[src/rtl/rot_cmd_fifo.sv]
// Show-ahead command queue feeding the 8-bit rotate-left stage.
// Head entry is presented combinationally on sh_a/sh_amt; empty forces them to zero.
module rot_cmd_fifo #(
  parameter int DEPTH  = 4,
  parameter int ADDR_W = 2
) (
  input  logic              clk,
  input  logic              reset_n,
  input  logic              flush,
  input  logic              in_valid,
  output logic              in_ready,
  input  logic [7:0]        in_data,
  input  logic [2:0]        in_amt,
  output logic              out_valid,
  input  logic              out_ready,
  output logic [7:0]        sh_a,
  output logic [2:0]        sh_amt,
  output logic [ADDR_W:0]   level
);

  localparam logic [ADDR_W:0] FULL_CNT = (ADDR_W+1)'(DEPTH);

  if ((DEPTH < 2) || (DEPTH != (1 << ADDR_W))) begin : g_param_check
    $error("rot_cmd_fifo: DEPTH must be a power of 2 >= 2 and equal 2**ADDR_W");
  end

  logic [10:0]       r_mem [DEPTH];
  logic [ADDR_W-1:0] r_rd_ptr;
  logic [ADDR_W-1:0] r_wr_ptr;
  logic [ADDR_W:0]   r_count;

  logic              w_push;
  logic              w_pop;
  logic [10:0]       w_head;

  assign in_ready  = (r_count != FULL_CNT);
  assign out_valid = (r_count != '0);
  assign w_push    = in_valid & in_ready;
  assign w_pop     = out_valid & out_ready;
  assign level     = r_count;

  // Unwritten slots may hold X, so the head is gated to zero while empty.
  assign w_head = out_valid ? r_mem[r_rd_ptr] : 11'd0;
  assign sh_a   = w_head[7:0];
  assign sh_amt = w_head[10:8];

  always_ff @(posedge clk) begin
    if (w_push && !flush) begin
      r_mem[r_wr_ptr] <= {in_amt, in_data};
    end
  end

  // Flush outranks any push/pop presented in the same cycle.
  always_ff @(posedge clk or negedge reset_n) begin
    if (!reset_n) begin
      r_rd_ptr <= '0;
      r_wr_ptr <= '0;
      r_count  <= '0;
    end else if (flush) begin
      r_rd_ptr <= '0;
      r_wr_ptr <= '0;
      r_count  <= '0;
    end else begin
      if (w_push) r_wr_ptr <= r_wr_ptr + ADDR_W'(1);
      if (w_pop)  r_rd_ptr <= r_rd_ptr + ADDR_W'(1);
      case ({w_push, w_pop})
        2'b10:   r_count <= r_count + (ADDR_W+1)'(1);
        2'b01:   r_count <= r_count - (ADDR_W+1)'(1);
        default: r_count <= r_count;
      endcase
    end
  end

endmodule

[config.mk]
export PLATFORM = sky130hd
export DESIGN_NAME = rot_cmd_fifo
export DESIGN_NICKNAME = d
export VERILOG_FILES = /design/src/rtl/rot_cmd_fifo.sv
export SDC_FILE = /design/constraint.sdc
export NUM_CORES = 1
export LEC_CHECK = 0
export ABC_AREA = 1
export CAP_MARGIN = 5
export CELL_PAD_IN_SITES_DETAIL_PLACEMENT = 0
export CELL_PAD_IN_SITES_GLOBAL_PLACEMENT = 1
export CORE_ASPECT_RATIO = 1.4
export CORE_MARGIN = 10
export CORE_UTILIZATION = 46
export DETAILED_ROUTE_END_ITERATION = 8
export PLACE_DENSITY = 0.88
export SYNTH_ARGS = -nofsm -noshare
export SYNTH_HDL_FRONTEND = slang
export SYNTH_SLANG_ARGS = --single-unit
[constraint.sdc]
create_clock -name clk -period 4.29 [get_ports clk]
set_input_delay 0.429 -clock clk [delete_from_list [all_inputs] [get_ports clk]]
set_output_delay 0.429 -clock clk [all_outputs]
set_load 0.01 [all_outputs]
### Word level (Yosys, flattened, before mapping)

Memory sizes are Yosys's and may differ from the RTL's.
Cells that the tools add are included.

* register bits after elaboration: 7
* memory bits (writable): 44
* input port bits: 16
* output and inout bits: 16
* word-level logic and storage cells: 28
* memories kept: 1

* add/sub/neg operators: 4
* equality and inequality tests: 3
* muxes and demuxes: 9
* bitwise gates (word level): 2
* reductions and logical operators: 6

Memories
* r_mem: depth 4, width 11, rd ports 1, clocked after memory_dff 0, wr ports 1, line 27 `logic [10:0] r_mem [DEPTH];`

Operators with widths (count)
* two-way mux 11 bit: 1
* two-way mux 2 bit: 4
* one-hot mux 3 bit (2 select lines): 1
* nonzero test 3 bit: 2
* adder 2 x 1 -> 2 bit (second input constant): 2
* nonzero test 2 bit: 2
* adder 3 x 1 -> 3 bit (second input constant): 1
* two-way mux 3 bit: 1
* inequality test 3 bit (second input constant): 1
* subtractor 3 x 1 -> 3 bit (second input constant): 1
* bitwise AND 1 bit: 2
* == test 2 x 1 -> 1 bit (second input constant): 1
* == test 2 bit (second input constant): 1
* two-way mux 1 bit: 2
* logical AND 1 bit: 1
* zero test 1 bit: 1

### Longest topological paths before layout

* depth in word-level cells: 5
* gate-level depth with buffers: 13
* depth with buffers taken out: 12

### Worst setup path after synthesis

No wires, ideal clock.

* kind: register -> register
* from: reg r_count[0] (netlist: level[0])
* to: reg r_count[2] (netlist: level[2])
* library setup time: 0.120 ns
* arrival time: 1.779 ns
* data required time: 4.170 ns
* slack: 2.392 ns
* stages on the path, launching flop included: 13
* buffers on the path: 0
* clock period less this slack: 1.898 ns
* path through: dfrtp_1 nor2_4 nand2_4 nand2_4 inv_2 nand2_4 inv_1 fa_1 xor2_1 nand3_1 nand2_1 nand2_1 nand2_1

* cells in the longest elaborated chain, start to end: 5
* elaborated cells on any way between the ends: 11
* those cells by class: 2 x add/sub; 3 x eq/ne; 2 x mux; 2 x bitwise; 2 x reduce/logical

Ends and longest elaborated chain
* from (decl): line 30 `logic [ADDR_W:0] r_count;`
* from (signal assigned): line 67 `2'b10: r_count <= r_count + (ADDR_W+1)'(1);`
* from (signal assigned): line 68 `2'b01: r_count <= r_count - (ADDR_W+1)'(1);`
* from (signal assigned): line 69 `default: r_count <= r_count;`
* nonzero test 3 bit *: line 37 `assign out_valid = (r_count != '0);`
* via out_valid: line 14 `output logic out_valid,`
* bitwise AND 1 bit *: line 39 `assign w_pop = out_valid & out_ready;`
* == test 2 x 1 -> 1 bit or == test 2 bit (tied branches): line 66 `case ({w_push, w_pop})`
* one-hot mux 3 bit (2 select lines): line 66
* two-way mux 3 bit: line 59 `end else if (flush) begin`

Mark *: on every way through the listed nets, which the timed path passes. The rest lies on a longest branch.
A chain may end at the register's enable or synchronous reset.

### Worst setup path after layout

* from: reg r_rd_ptr[0]
* to: out sh_a[5]

* cells in the longest elaborated chain, start to end: 2

Ends and longest elaborated chain
* from (decl): line 28 `logic [ADDR_W-1:0] r_rd_ptr;`
* from (signal assigned): line 65 `if (w_pop) r_rd_ptr <= r_rd_ptr + ADDR_W'(1);`
* memory (4 x 11 bit)
* two-way mux 11 bit: line 43 `assign w_head = out_valid ? r_mem[r_rd_ptr] : 11'd0;`
* to (decl): line 16 `output logic [7:0] sh_a,`

Every way passes these cells.

==> results.txt <==
Most used DFF post-synth = sky130_fd_sc_hd__edfxtp_1
Relative slew slack = 27.4%
Sequential cell area fraction in the yosys report = 66.9%
Most common cell in the netlist = sky130_fd_sc_hd__nor2_1
Synth cell count leaders = sky130_fd_sc_hd__nor2_1, sky130_fd_sc_hd__edfxtp_1, sky130_fd_sc_hd__o21ai_0, sky130_fd_sc_hd__inv_1
Cell Area, Synth = 2240 um^2
Share of the synthesized area in the top cell type = 59.1%
Detail-routed via count per cell = 4.95
Number of placement rows = 30
Minimum clock period after layout = 2.96 ns
Hold violation count in the final report = 0
Leakage power figure = 1.01 nW
Clock transition at the registers of the reported paths = 0.08 ns
Global-route track usage on met1 = 11.2%
Met2 Use GR = 21.4%
Setup total negative slack = 0 ns
DRC = 0
Estimated wirelength of the detail-placed design = 3.03 mm
Effective utilization at floorplan = 46.9%
Data required time at the worst endpoint = 3.86 ns
Global-route total usage across every layer = 11.4%
Placeable core area = 4770 um^2
Die X-Extent = 78.9 um
Relative area change from synthesis to final layout = 21.5%
Element type at the critical path end = primary output
Worst Reg2Reg Path Length in Cells = 4
Most area-consuming cells after synthesis = sky130_fd_sc_hd__edfxtp_1, sky130_fd_sc_hd__nor2_1, sky130_fd_sc_hd__dfrtp_1
Number of clock sinks = 51
Worst Max-Slew Pin Slew = 1.08 ns
Number of clock buffers inserted by TritonCTS = 5
Cell type with the highest aggregate area in the netlist = sky130_fd_sc_hd__edfxtp_1
Cell family with most CP delay = buffers and inverters
Count of input and output buffers = 31
Post-Syn Instances = 198
Fraction of registers with async set or reset after synthesis = 13.7%
Max FO, Critical Path = 24
Final period util = 69.0%
Wire length of the first global-routing pass = 7.18 mm
Count of pins over their slew limit = 0
Crit Reg-Reg Startpoint = level[0]$_DFFE_PN0P_
Max IR drop VDD = 435 uV
Number of gates given a new drive strength after cts = 0
Max Root-Sink Buffers = 2
Average footprint of a synthesized cell = 11.3 um^2
Initial detailed-routing violation count = 37
Via count of the first global-routing pass = 1570
Critical path launch point type = register
Die extent in y = 103 um
WL per Instance = 14.8 um
Critical path's largest stage delay = 0.82 ns
Power Density = 581 nW/um^2
Initial antenna violation count = 0
Final Wtd Congestion = 0.745
Max Cap Viol = 0
Number of nets produced by synthesis = 219
Maximum frequency from static timing analysis = 0.338 GHz
Total wirelength of the detailed-routed design = 4.33 mm
Critical Path Start = r_rd_ptr[0]$_DFFE_PN0P_
CP Buf/Inv Count = 2
Crit path arrival time = 2.53 ns
Number of buffers added to fix hold violations after cts = 0
Final core occ = 57.0%
Count of yosys warnings during synthesis = 0
Worst hold path class = in2async
Hold Slack = 0.398 ns
Later-pin clock latency in the skew report = 0.30 ns
Slowest library cell on the worst path = sky130_fd_sc_hd__dfrtp_1
Instance count on the critical path = 4
Htree depth = 2
Number of top-level pins = 32
Number of filler instances in the final layout = 401
Critical path endpoint = sh_a[5]
Most utilized layer in the global route result = met2
Overall via count from detail_route = 1451
Area enclosed by the die boundary = 8090 um^2
Maximum number of pins on one net before global-route repair = 25
Number of synthesized flops with an enable pin = 44
Share of cells above drive strength 1 = 7.42%
Total of flip-flops plus latches after synthesis = 51
Reg-to-reg slack, setup = 2.17 ns
RSZ-0062 raised after global routing = no
Clock tree from TritonCTS = built
Final setup violation count = 0
Global routing usage on met3 = 3.93%
Total gr overflow = 0
End of the worst register-to-register path = r_mem[1][5]$_DFFE_PP_
Worst clock skew on the final layout = 0.00404 ns
Number of nets in the finished design = 249
Antenna Diode Count = 0
Cell-by-cell trace of the critical path = inv_1 > o21ai_0 > a21oi_1 > clkdlybuf4s50_1
Number of unique standard cell types used by synthesis = 27
Status = complete, no violations
Crit Path Category = reg2out
Detailed-router iteration count before antenna repair = 4
Post-CTS setup buffer count = 0
Root Buffer Master = sky130_fd_sc_hd__clkbuf_8
Antenna viol nets, final = 0
sequential cells by signal, summed over array words and instances (netlist names):
name and flops:
r_mem 44, level 3, r_rd_ptr 2, r_wr_ptr 2
area by class of cell:
type	instances	area [um^2]	area share [%]
clock inverter	2	60.1	2.21
tap	64	80.1	2.95
clock buffer	6	72.6	2.67
timing repair buffer	31	310	11.4
inverter	16	60.1	2.21
sequential	51	1500	55.1
multi-input combinational	123	638	23.5
worst reg2reg max path: cells and delay by family, from the launching register on:
family,cells,cell delay (ns)
compound gates,1,0.19
flops,1,0.48
simple gates,3,1.07
worst min path at each step:
stage                                   end  slack (ns)
finish              r_wr_ptr[0]$_DFFE_PN0P_        0.40
global route        r_rd_ptr[0]$_DFFE_PN0P_        0.40
CTS                 r_rd_ptr[0]$_DFFE_PN0P_        0.40
detailed placement     level[1]$_DFFE_PN0P_        0.64
global placement       level[1]$_DFFE_PN0P_        0.64
floorplan              level[0]$_DFFE_PN0P_        0.13
where the power goes:
part | switching [W] | leakage, nW | internal (W) | total, W
Combinational | 0.000297 | 0.448 | 0.000262 | 0.000559
Clock | 0.000145 | 0.0654 | 0.000233 | 0.000378
Sequential | 0.0000600 | 0.492 | 0.000582 | 0.000642
Total | 0.000502 | 1.01 | 0.00108 | 0.00158
placed cells by master (no fill, tap or decap), drive strengths merged:
| cell type | n |
|---|---|
| nor2 | 53 |
| edfxtp | 44 |
| clkdlybuf4s50 | 31 |
| o21ai | 24 |
| nand2 | 17 |
| inv | 15 |
| a21oi | 13 |
| dfrtp | 7 |
| clkbuf | 6 |
| nand3 | 5 |
| ha | 4 |
| nand4 | 3 |
| bufinv | 2 |
| clkinv | 1 |
| nor3 | 1 |
| xnor2 | 1 |
| xor2 | 1 |
| fa | 1 |
kinds of logic after synthesis:
logic type / after synthesis / synth area share [%]
AND/OR/NAND/NOR: 79 / 15.8
flip-flops: 51 / 66.9
AO/OA/AOI/OAI: 37 / 8.78
buffers and inverters: 24 / 4.59
adder cells (fa/ha/maj): 5 / 3.13
XOR/XNOR: 2 / 0.783
per-stage QoR:
stage	instances	setup slack, ns	total power, W	instance area [um^2]
after floorplan	198	2.39	0.000969	2240
after global placement	285	1.68	0.00122	2580
after detailed placement	285	1.63	0.00122	2580
after CTS	293	1.29	0.00160	2720
after global routing	293	1.06	0.00169	2720
final	293	1.33	0.00158	2720
layer usage:
layer / vias to the layer above / wire (um)
met5: - / 0
met4: 0 / 67
met3: 6 / 217
met2: 29 / 2360
met1: 687 / 1680
li1: 729 / -
(Power assumes the default switching activity.)
